==> src/rtl/fpu_issue_stage.sv <==
// Buffered issue/writeback stage around the combinational shader FPU:
// input FIFO -> registered issue slot (S1) -> registered writeback slot (S2).
module fpu_issue_stage #(
  parameter int unsigned WIDTH = 32,
  parameter int unsigned TAG_W = 5,
  parameter int unsigned DEPTH = 4
) (
  input  logic                       clk_i,
  input  logic                       rst_ni,
  input  logic                       in_valid_i,
  output logic                       in_ready_o,
  input  logic [WIDTH-1:0]           in_a_i,
  input  logic [WIDTH-1:0]           in_b_i,
  input  logic [2:0]                 in_op_i,
  input  logic [TAG_W-1:0]           in_tag_i,
  output logic [WIDTH-1:0]           fpu_a_o,
  output logic [WIDTH-1:0]           fpu_b_o,
  output logic [2:0]                 fpu_ctrl_o,
  input  logic [WIDTH-1:0]           fpu_out_i,
  output logic                       wb_valid_o,
  input  logic                       wb_ready_i,
  output logic [WIDTH-1:0]           wb_data_o,
  output logic [TAG_W-1:0]           wb_tag_o,
  output logic                       wb_illegal_o,
  output logic                       busy_o,
  output logic [$clog2(DEPTH):0]     count_o
);

  localparam int unsigned PW = $clog2(DEPTH);
  localparam int unsigned CW = PW + 1;
  localparam logic [2:0]  OP_ILLEGAL = 3'b111;

  typedef struct packed {
    logic [WIDTH-1:0] a;
    logic [WIDTH-1:0] b;
    logic [2:0]       op;
    logic [TAG_W-1:0] tag;
  } entry_t;

  // Idle issue slot presents the illegal op so the FPU output stays 0.
  localparam entry_t IDLE_ENTRY = '{a: '0, b: '0, op: OP_ILLEGAL, tag: '0};

  entry_t          mem [DEPTH];
  logic [PW-1:0]   wr_ptr;
  logic [PW-1:0]   rd_ptr;
  logic [CW-1:0]   count;

  logic            s1_valid;
  entry_t          s1;
  logic            s2_valid;
  logic [WIDTH-1:0] s2_data;
  logic [TAG_W-1:0] s2_tag;
  logic            s2_illegal;

  logic push;
  logic pop;
  logic adv1;
  logic adv2;

  assign in_ready_o = (count != CW'(DEPTH));
  assign push       = in_valid_i && in_ready_o;
  assign adv2       = !s2_valid || wb_ready_i;
  assign adv1       = !s1_valid || adv2;
  assign pop        = adv1 && (count != '0);

  always_ff @(posedge clk_i) begin
    if (push) begin
      mem[wr_ptr] <= '{a: in_a_i, b: in_b_i, op: in_op_i, tag: in_tag_i};
    end
  end

  always_ff @(posedge clk_i or negedge rst_ni) begin
    if (!rst_ni) begin
      wr_ptr <= '0;
      rd_ptr <= '0;
      count  <= '0;
    end else begin
      if (push) wr_ptr <= wr_ptr + PW'(1);
      if (pop)  rd_ptr <= rd_ptr + PW'(1);
      case ({push, pop})
        2'b10:   count <= count + CW'(1);
        2'b01:   count <= count - CW'(1);
        default: count <= count;
      endcase
    end
  end

  always_ff @(posedge clk_i or negedge rst_ni) begin
    if (!rst_ni) begin
      s1_valid <= 1'b0;
      s1       <= IDLE_ENTRY;
    end else if (adv1) begin
      s1_valid <= pop;
      s1       <= pop ? mem[rd_ptr] : IDLE_ENTRY;
    end
  end

  always_ff @(posedge clk_i or negedge rst_ni) begin
    if (!rst_ni) begin
      s2_valid   <= 1'b0;
      s2_data    <= '0;
      s2_tag     <= '0;
      s2_illegal <= 1'b0;
    end else if (adv2) begin
      s2_valid   <= s1_valid;
      s2_data    <= s1_valid ? fpu_out_i : '0;
      s2_tag     <= s1.tag;
      s2_illegal <= s1_valid && (s1.op == OP_ILLEGAL);
    end
  end

  assign fpu_a_o      = s1.a;
  assign fpu_b_o      = s1.b;
  assign fpu_ctrl_o   = s1.op;
  assign wb_valid_o   = s2_valid;
  assign wb_data_o    = s2_data;
  assign wb_tag_o     = s2_tag;
  assign wb_illegal_o = s2_illegal;
  assign busy_o       = (count != '0) || s1_valid || s2_valid;
  assign count_o      = count;

endmodule

==> config.mk <==
export PLATFORM = sky130hd
export DESIGN_NAME = fpu_issue_stage
export DESIGN_NICKNAME = d
export VERILOG_FILES = /design/src/rtl/fpu_issue_stage.sv
export SDC_FILE = /design/constraint.sdc
export NUM_CORES = 1
export LEC_CHECK = 0
export ABC_AREA = 1
export CAP_MARGIN = 5
export CORE_MARGIN = 4
export CORE_UTILIZATION = 50
export CTS_CLUSTER_SIZE = 30
export DETAILED_ROUTE_END_ITERATION = 12
export PLACE_DENSITY = 0.74
export SYNTH_ARGS = -nofsm -noshare
export SYNTH_HDL_FRONTEND = slang
export SYNTH_SLANG_ARGS = --single-unit
==> constraint.sdc <==
create_clock -name clk_i -period 4.7 [get_ports clk_i]
set_input_delay 0.94 -clock clk_i [delete_from_list [all_inputs] [get_ports clk_i]]
set_output_delay 0.94 -clock clk_i [all_outputs]
set_load 0.01 [all_outputs]
# Word-level counts from Yosys, hierarchy flattened
# Memory sizes are Yosys's and may differ from the RTL's.
# Index checks and enable logic that the tools add are counted.
# classes
n_addsub	4
mul	0
n_div	0
n_lt_le_gt_ge	0
eq_ne	4
shifts	0
n_mux	5
n_bitwise	0
reduce_logical	11
# ops
operator	n
72-bit two-way mux	1
32-bit two-way mux	1
3-bit case mux with 2 select lines	1
2-bit by 1-bit adder with 2-bit output (second input constant)	2
1-bit logical OR	4
3-bit by 1-bit adder with 3-bit output (second input constant)	1
3-bit equality test (second input constant)	1
1-bit logical AND	3
3-bit inequality test (second input constant)	1
3-bit nonzero test	1
3-bit by 1-bit subtractor with 3-bit output (second input constant)	1
2-bit by 1-bit equality test with 1-bit output (second input constant)	1
2-bit equality test (second input constant)	1
1-bit logical NOT	2
1-bit two-way mux	2
2-bit nonzero test	1
# word_totals
regBits	119
latchBits	0
ramBits	288
rom_bits	0
in_bits	108
out_inout_bits	111
word_cells	37
mem_count	1
# mem_list
memory	depth	word_bits	rd	rd_clocked_by_memory_dff	wr	line	text
mem	4	72	1	0	1	43	entry_t mem [DEPTH];

# Logic depth before layout (Yosys ltp)
# Gate-level depths: netlist of run 1.
# logic_depth
ltp_word	6
ltp_mapped	12
depth_no_buf	11

# Least setup slack after synthesis of run 1
# Ideal clock, no wire load.
# synth_path
kind	input to register
startpoint	in in_valid_i
endpoint	mem mem[0][0] (netlist name) (enable)
arrival_time_ns	4.131
t_required_ns	4.197
slack_ns	0.066
path_stages	2
path_buffers	0
path_cell_list	nand2_1 > nor2_1
# synth_via
elab_chain_cells	3
# synth_lines
element	line	text
start: declaration	10	input logic in_valid_i,
1-bit logical AND	61	assign push = in_valid_i && in_ready_o;
1-bit two-way mux	67	if (push) begin
1-bit two-way mux (not written as such)	68	mem[wr_ptr] <= '{a: in_a_i, b: in_b_i, op: in_op_i, tag: in_tag_i};
end: declaration	43	
# Every way passes these cells.

# Worst setup path after layout of run 1
# layout_path
startpoint	reg count[0], in the netlist count_o[0]
endpoint	out busy_o
# layout_via
elab_chain_cells	3
# layout_lines
element	line	text
start: declaration	46	logic [CW-1:0] count;
start signal: assignment	81	2'b10: count <= count + CW'(1);
start signal: assignment	82	2'b01: count <= count - CW'(1);
start signal: assignment	83	default: count <= count;
3-bit nonzero test	119	assign busy_o = (count != '0) || s1_valid || s2_valid;
1-bit logical OR (2 in a row)	119	
end: declaration	25	output logic busy_o,
# Every way passes these cells.

==> results.txt, run 1 <==
The count of vias placed by the detailed router came out at 10100. The synthesized netlist cell count is 1373. TritonCTS built the clock tree. The static leakage power came out at 7.70 nW. The die is approximately 190 µm tall. The mean instance size in the synthesized netlist is 11.7 µm². The number of antenna violations at the first check in global routing is 4. The width of the die came out at 187 µm.

The part of the power in combinational logic is 32.4%. Per report_power, the sequential group accounts for a little over two fifths of the total. The startpoint identified for the worst register-to-register timing path is rd_ptr[0]$_DFFE_PN0P_. The maximum number of pins on one net before global-route repair is 105. The deepest level of the CTS H-tree came out at 2. The final wirelength is 34800 µm. The core footprint is 0.0316 mm². Global routing used 19.3% of the available tracks across all layers. The number of nets in the synthesized netlist is between 1000 and 1500. The number of placement rows is 65. The number of buffers added to fix hold violations after cts is 0.

The net count of the finished layout is 1626. The critical path starts at count_o[0]$_DFFE_PN0P_. The cell-internal power came out at 8.47 mW. The remaining antenna violation count is 0. The worst slew margin relative to its limit is 20.6%. In this run, distinct cell masters in the synthesized netlist total 23. Detailed placement finished with a half-perimeter wire length of ~19000 µm. The first TritonRoute pass finished after 5 iterations. Net switching is roughly a third of the power. In this run, CTS created clock tree buffers numbering 43. The fraction of final layout cells with drive strength greater than 1 is 5.76%. For the worst setup path, the data arrival time is 1990 ps. The run finished with clean final reports.

The global-route wire length before repair came out at 54300 µm. The end of the worst register-to-register path is fpu_ctrl_o[1]$_DFFE_PN1P_. The minimum setup slack among reg-to-reg paths is 2210 ps. STA classifies the critical path endpoint as a primary output. The synthesis-to-finish area growth came out at 21.2%. The DRC marker count from the first detailed-route iteration is between 700 and 800.

Buffers added to address setup during post-CTS repair amount to 0. The data required time at the worst endpoint is roughly 3800 ps. The total overflow reported by the global router came out at 0.

The worst-case clock skew is 18.5 ps. The min-delay analysis places its worst path in the category register to register. The slew at the pin with the worst max-slew slack came out at 1190 ps. The clock slew seen by the registers of the worst setup and hold paths came out at 60 ps. Of the available clock period, the critical path in the final layout requires 62.4%. Of all nets on the critical path, the largest fanout is 3. Setup repair after global routing left no endpoint under its margin. The total standard cell area after synthesis is 0.0160 mm². The final-report max-slew violation count came out at 0. The count of final hold-check violations came out at 0.

The total of warnings raised by yosys is 0. The capture point of the critical path is busy_o. The fraction of the yosys area taken by sequential cells is 72.5%. Synthesis inferred between 400 and 500 register bits. The count of antenna diodes in the layout is 0. The number of resized instances in the post-cts repair step is 0.

The mean number of vias per cell is approximately 5.2. The power density of the placed cells is 656 mW/mm². The I/O pin count came out at 219. The initial cell density of the core is a little over 50%.

The worst supply voltage drop on vdd is 0.000455 V. The tool flagged a number of max-cap violations equal to 0. The number of port buffers came out at around 220. The net switching power is 4.28 mW. The critical path class is register to primary output. Setup violations remaining at the end of the flow were counted as 0. The later pin in the worst-skew pair is clocked with a latency of around 530 ps.

The total number of clock tree sinks is 407. The tree is rooted in a sky130_fd_sc_hd__clkbuf_16. Static timing analysis puts the maximum clock frequency at roughly 340 MHz.

The last weighted congestion value of the routability-driven placer came out at 0.753. The clock network is responsible for about 26% of the overall power. For this run, design rule violations remaining after detail routing come to 0.

Setup total negative slack on the finished layout was measured at 0 ps. STA classifies the critical path startpoint as a register. The clock passes through at most 3 buffers.

Hold is met by 473 ps. Subtracting the final worst setup slack from the clock period gives 2930 ps. The post-detailed-route wirelength per cell came out at between 15 and 20 µm. The depth of the worst register-to-register path is 7. The design draws 12.7 mW. The via count of the first global-routing pass came to 9932.

The floorplan step defined a die boundary enclosing about 0.035 mm².
-- cell usage after synthesis --
master                     count  area (µm²)
sky130_fd_sc_hd__nand2_1     516        1940
sky130_fd_sc_hd__edfxtp_1    288        8650
sky130_fd_sc_hd__nand3_1     215        1080
sky130_fd_sc_hd__dfrtp_1     116        2900
sky130_fd_sc_hd__buf_4        80         601
sky130_fd_sc_hd__o21ai_0      35         175
sky130_fd_sc_hd__buf_2        27         135
sky130_fd_sc_hd__inv_1        24        90.1
sky130_fd_sc_hd__clkbuf_1     20        75.1
sky130_fd_sc_hd__nor2_1       15        56.3
sky130_fd_sc_hd__buf_1         9        33.8
sky130_fd_sc_hd__ha_1          5        62.6
sky130_fd_sc_hd__inv_2         5        18.8
sky130_fd_sc_hd__dfstp_2       3        78.8
sky130_fd_sc_hd__xor2_1        3        26.3
sky130_fd_sc_hd__a21oi_1       2        10.0
sky130_fd_sc_hd__buf_6         2        22.5
sky130_fd_sc_hd__nand2_4       2        22.5
sky130_fd_sc_hd__xnor2_1       2        17.5
sky130_fd_sc_hd__fa_1          1        20.0
sky130_fd_sc_hd__nand4_1       1        6.26
sky130_fd_sc_hd__nor2_8        1        20.0
sky130_fd_sc_hd__or2_2         1        6.26
-- flip-flops by register name (all words and copies together), names as in the netlist --
name / flops
wr_ptr: 2
mem: 288
rd_ptr: 2
count_o: 3
fpu_ctrl_o: 3
wb_data_o: 32
s1_valid: 1
wb_illegal_o: 1
fpu_b_o: 32
fpu_a_o: 32
wb_tag_o: 5
s1: 5
wb_valid_o: 1
-- cell usage in the layout, fill, tap and decap left out, types with 2 or more instances in the layout --
cell,n
sky130_fd_sc_hd__nand3_1,215
sky130_fd_sc_hd__nand2_1,516
sky130_fd_sc_hd__dfrtp_1,114
sky130_fd_sc_hd__inv_2,3
sky130_fd_sc_hd__o21ai_0,35
sky130_fd_sc_hd__bufinv_16,3
sky130_fd_sc_hd__dfrtp_4,2
sky130_fd_sc_hd__clkinv_2,2
sky130_fd_sc_hd__inv_1,24
sky130_fd_sc_hd__dfstp_2,3
sky130_fd_sc_hd__clkbuf_1,19
sky130_fd_sc_hd__clkbuf_16,44
sky130_fd_sc_hd__inv_6,2
sky130_fd_sc_hd__edfxtp_1,288
sky130_fd_sc_hd__nor2_4,4
sky130_fd_sc_hd__nor2_1,11
sky130_fd_sc_hd__buf_12,5
sky130_fd_sc_hd__ha_1,5
sky130_fd_sc_hd__nand2_4,2
sky130_fd_sc_hd__clkdlybuf4s50_1,217
sky130_fd_sc_hd__a21oi_1,2
sky130_fd_sc_hd__buf_4,9
sky130_fd_sc_hd__xnor2_1,2
sky130_fd_sc_hd__xor2_1,3
sky130_fd_sc_hd__clkbuf_8,3
sky130_fd_sc_hd__clkinv_1,4
-- final cells by class --
type / count / area [µm²]
Clock buffer: 66 / 1210
Clock inverter: 13 / 160
Fill cell: 2439 / 12200
Inverter: 29 / 113
Multi-Input combinational cell: 799 / 3470
Sequential cell: 407 / 11600
Tap cell: 402 / 503
Timing Repair Buffer: 232 / 2350
-- per-layer routing --
metal | GRT usage, % | up-vias | wire (µm)
met4 | 4.04 | 8 | 417
met5 | 0 | - | 48
met3 | 4.61 | 43 | 2660
met2 | 32.6 | 377 | 16500
li1 | - | 4847 | -
met1 | 26.0 | 4866 | 15100
-- worst max-delay path, stage by stage, from the launching register on --
cell and delay [ps]:
sky130_fd_sc_hd__dfrtp_1 420, sky130_fd_sc_hd__inv_1 140, sky130_fd_sc_hd__nand3_1 190, sky130_fd_sc_hd__nor2_1 130, sky130_fd_sc_hd__nand2_1 90, sky130_fd_sc_hd__clkdlybuf4s50_1 500
-- through the flow --
| stage | instance area [µm²] | util (%) | cells | worst slack, ps |
|---|---|---|---|---|
| 2_1_floorplan | 16000 | - | 1373 | 66.2 |
| 3_3_place_gp | 18100 | 57.1 | 1869 | 1700 |
| 3_5_place_dp | 18100 | 57.1 | 1869 | 1660 |
| 4_1_cts | 19400 | 61.5 | 1948 | 1710 |
| 5_1_grt | 19400 | 61.5 | 1948 | 1620 |
| 6_report | 19400 | 61.5 | 1948 | 1770 |
-- power by group through the flow --
stage               logic, mW  clock network [mW]  registers (mW)
finish                   4.13                3.25            5.36
global route             4.61                3.48            5.45
CTS                      4.20                3.32            5.37
detailed placement       4.19                   0            5.42
global placement         4.10                   0            5.41
floorplan                2.83                   0            5.35
-- cells by family after synthesis --
logic type,synth area share (%)
buffers and inverters,6.08
DFF,72.5
xor gates and xnor gates,0.273
adders and majority gates,0.515
and+or+nand+nor,19.5
AOI/OAI and AO/OA,1.15
-- worst min path at each step --
stage / startpoint / to / slack, ps / cells past startpoint
6_report: s1[0]$_DFFE_PN0P_ / wb_tag_o[0]$_DFFE_PN0P_ / 470 / 2
5_1_grt: fpu_b_o[25]$_DFFE_PN0P_ / fpu_b_o[25]$_DFFE_PN0P_ / 500 / 2
4_1_cts: s1[0]$_DFFE_PN0P_ / wb_tag_o[0]$_DFFE_PN0P_ / 480 / 2
3_5_place_dp: s1[0]$_DFFE_PN0P_ / wb_tag_o[0]$_DFFE_PN0P_ / 460 / 2
3_3_place_gp: s1[0]$_DFFE_PN0P_ / wb_tag_o[0]$_DFFE_PN0P_ / 460 / 2
2_1_floorplan: s1[0]$_DFFE_PN0P_ / wb_tag_o[0]$_DFFE_PN0P_ / 440 / 2
Note: power is estimated with default switching activity, not from simulation.
==> inputs of run 2 (changes only) <==
--- a/config.mk
+++ b/config.mk
@@ -8,10 +8,10 @@
 export ABC_AREA = 1
 export CAP_MARGIN = 5
 export CORE_MARGIN = 4
-export CORE_UTILIZATION = 50
+export CORE_UTILIZATION = 49
 export CTS_CLUSTER_SIZE = 30
 export DETAILED_ROUTE_END_ITERATION = 12
-export PLACE_DENSITY = 0.74
+export PLACE_DENSITY = 0.75
 export SYNTH_ARGS = -nofsm -noshare
 export SYNTH_HDL_FRONTEND = slang
 export SYNTH_SLANG_ARGS = --single-unit
==> constraint.sdc (replaced) <==
create_clock -name clk_i -period 2.5 [get_ports clk_i]
set_input_delay 0.5 -clock clk_i [delete_from_list [all_inputs] [get_ports clk_i]]
set_output_delay 0.5 -clock clk_i [all_outputs]
set_load 0.01 [all_outputs]
==> run 2 against run 1 <==
Compared with the run above: worst setup slack lost 1600 ps; count of clock-buffer cells in the layout fell by 10; largest cell class unchanged; design area up 2.3%; global-route usage up 0.84 points; routed wire length rose by 4.9%; cell count rose by 2.7%; sequential share of layout area down 1.3 points; die area grew 1.9%.
==> results.txt, run 2 (same netlist as run 1, synthesis figures left out) <==
The source-to-sink clock delay at the later pin of the worst-skew pair is 520 ps (was 530 ps). The initial cell density of the core is 50.2% (was 50.7%). The fraction of final layout cells with drive strength greater than 1 came out at 7.67% (was 5.76%). The end of the worst register-to-register path is count_o[2]$_DFFE_PN0P_ (was fpu_ctrl_o[1]$_DFFE_PN1P_). The data arrival time of the critical path is 1860 ps (was 1990 ps). The last weighted congestion value of the routability-driven placer is 0.779 (was 0.753). The critical path class is register to primary output (unchanged). Status: finished clean (unchanged).

The number of port buffers was 218 (unchanged). The clock tree root buffer cell is sky130_fd_sc_hd__clkbuf_16 (unchanged). The depth of the worst register-to-register path came to 9 (was 7). Unrepaired setup endpoints after global routing: false (unchanged). The clock slew seen by the registers of the worst setup and hold paths is 60 ps (about the same). The worst slew margin relative to its limit came to 32.3% (was 20.6%).

The total overflow reported by the global router came out at 0 (unchanged). The startpoint class of the critical path was a register (unchanged). The global-route wire length before repair came to 57300 µm (was 54300 µm). The remaining antenna violation count was 0 (unchanged). The number of placement rows came out at 65 (unchanged). The maximum clock path buffer count is 3 (unchanged). The DRC violations left came to 0 (unchanged).

The count of maximum capacitance violations is 0 (unchanged). The worst hold endpoint is wb_tag_o[0]$_DFFE_PN0P_ (unchanged). The maximum number of pins on one net before global-route repair came out at 146 (was 105). The die outline area is 0.0357 mm² (was 0.0350 mm²).

The total setup violations reported at the end of the flow is 0 (unchanged). The width of the die is 189 µm (was 187 µm). The critical path capture point type was a primary output (unchanged).

The post-detailed-route wirelength per cell is 18.2 µm (was 17.8 µm). The chip height was 189 µm (was 187 µm). The worst flop-to-flop path startpoint is count_o[0]$_DFFE_PN0P_ (was rd_ptr[0]$_DFFE_PN0P_). The largest register by flop count is mem (unchanged). Based on the critical path, the design can be clocked at up to roughly 420 MHz. The static leakage power was 7.91 nW (was 7.70 nW). The post-route clock period utilization came out at between 90% and 100%. The total power of the final layout came to 24.9 mW (was 12.7 mW). The instance count along the most critical hold path came out at 2 (unchanged).

The highest net fanout along the worst path was 3 (unchanged). The deepest level of the CTS H-tree came out at 2 (unchanged). The number of nets in the layout is 1644 (was 1626). The core footprint came out at 0.0320 mm² (was 0.0316 mm²). The final-report max-slew violation count is 0 (unchanged). The CTS tree is built (unchanged). The commonest non-fill, non-tap cell in the layout is sky130_fd_sc_hd__nand2_1 (unchanged). The number of flip-flops under the largest register name is 288 (unchanged).

The DRC marker count from the first detailed-route iteration is 633 (was 721). The worst-case clock skew is 10.0 ps (was 18.5 ps). The via count of the first global-routing pass came out at 10500 (was 9932). The synthesis-to-finish area growth is 24.0% (was 21.2%).

The total number of clock tree sinks came to 407 (unchanged). The final wirelength is 36500 µm (was 34800 µm). The number of buffers created by CTS came out at 42 (was 43). The count of vias placed by the detailed router is 10400 (was 10100). The count of final hold-check violations is 0 (unchanged). The worst slack at placement came out at 19.5 ps (was 1660 ps). The data required time at the worst endpoint is 2000 ps (was 3760 ps). The worst supply voltage drop on vdd is 0.000759 V (was 0.000455 V). The I/O pin count came out at 219 (unchanged). The final period demand of the worst path came out at roughly 2400 ps.

The count of TritonRoute iterations in the first routing pass was 7 (was 5). The path category of the worst min-delay check is register to register (unchanged). The slew at the pin with the worst max-slew slack is 1020 ps (was 1190 ps). The half-perimeter wire length after placement came out at 20900 µm (was 18500 µm). The power density of the placed cells is 1250 mW/mm² (was 656 mW/mm²). The number of antenna violations at the first check in global routing came out at 4 (unchanged). The minimum setup slack among reg-to-reg paths was 540 ps (was 2210 ps). The timing startpoint of the critical path was count_o[0]$_DFFE_PN0P_ (unchanged). Most frequent cells in the layout: sky130_fd_sc_hd__nand2_1, sky130_fd_sc_hd__edfxtp_1, sky130_fd_sc_hd__clkdlybuf4s50_1 (unchanged).

The global-route usage over all layers came out at 20.2% (was 19.3%). The mean number of vias per cell is 5.19 (was 5.21). The start point of the worst hold path is s1[0]$_DFFE_PN0P_ (unchanged). The final setup slack of the worst path came out at 145 ps (was 1770 ps).
run 2: changes by cell type in the layout (fill, tap and decap cells not counted), moves of 2 or more:
| cell | before | now |
|---|---|---|
| sky130_fd_sc_hd__inv_6 | 2 | 0 |
| sky130_fd_sc_hd__clkbuf_1 | 19 | 6 |
| sky130_fd_sc_hd__clkbuf_8 | 3 | 5 |
| sky130_fd_sc_hd__bufinv_16 | 3 | 7 |
| sky130_fd_sc_hd__buf_4 | 9 | 18 |
| sky130_fd_sc_hd__clkinv_2 | 2 | 7 |
| sky130_fd_sc_hd__buf_12 | 5 | 14 |
run 2: how the worst max path moves through the flow:
stage | end | slack [ps]
2_1_floorplan | mem[0][0]$_DFFE_PP_ | -720
3_3_place_gp | count_o[2]$_DFFE_PN0P_ | 20
3_5_place_dp | count_o[2]$_DFFE_PN0P_ | 20
4_1_cts | busy_o | 20
5_1_grt | busy_o | 30
6_report | busy_o | 140
run 2: layer usage:
| metal | global-route usage [%] | wire (µm) | vias up | part of all wire [%] |
|---|---|---|---|---|
| met4 | 6.22 | 965 | 8 | 2.6 |
| met3 | 4.30 | 2480 | 85 | 6.8 |
| met5 | 0 | 60 | - | 0.16 |
| met2 | 35.0 | 18200 | 362 | 50 |
| li1 | - | - | 4886 | - |
| met1 | 25.7 | 14800 | 5036 | 41 |
run 2: metrics by stage:
stage | setup TNS, ps | cell area (µm²) | util (%) | std cells | hold slack, ps
floorplan | -208790 | 16100 | - | 1373 | 204
global placement | 0 | 18400 | 57.4 | 1920 | 459
detailed placement | 0 | 18400 | 57.4 | 1920 | 463
CTS | 0 | 19900 | 62.2 | 1999 | 484
global route | 0 | 19900 | 62.2 | 1999 | 508
finish | 0 | 19900 | 62.2 | 2000 | 476
run 2: final cells by class:
class | count | area [µm²]
diodes | 1 | 2.50
fillers | 2433 | 12100
flip-flops and latches | 407 | 11600
clock buffers | 56 | 1220
multi-input cells | 799 | 3470
inverters | 29 | 113
repair buffers | 251 | 2610
clock inverters | 22 | 292
well taps | 435 | 544
run 2: what timing repair did:
item	CTS	global route
hold endpoints to repair	39	0
setup buffers	0	0
gates resized for setup	0	2
hold buffers	1	0
setup endpoints to repair	0	1
run 2: power breakdown:
part           internal [mW]  switching (mW)  total (mW)
Clock                   4.15            2.51        6.66
Combinational           3.26            4.94        8.20
Sequential              9.20           0.823        10.0
Total                   16.6            8.28        24.9
run 2: worst max-delay path: stages, from the launching register on:
cell                              delay [ps]
sky130_fd_sc_hd__dfrtp_1                 430
sky130_fd_sc_hd__inv_2                   110
sky130_fd_sc_hd__nand3_2                 110
sky130_fd_sc_hd__nor2_1                  100
sky130_fd_sc_hd__nand2_1                  80
sky130_fd_sc_hd__clkdlybuf4s50_1         490
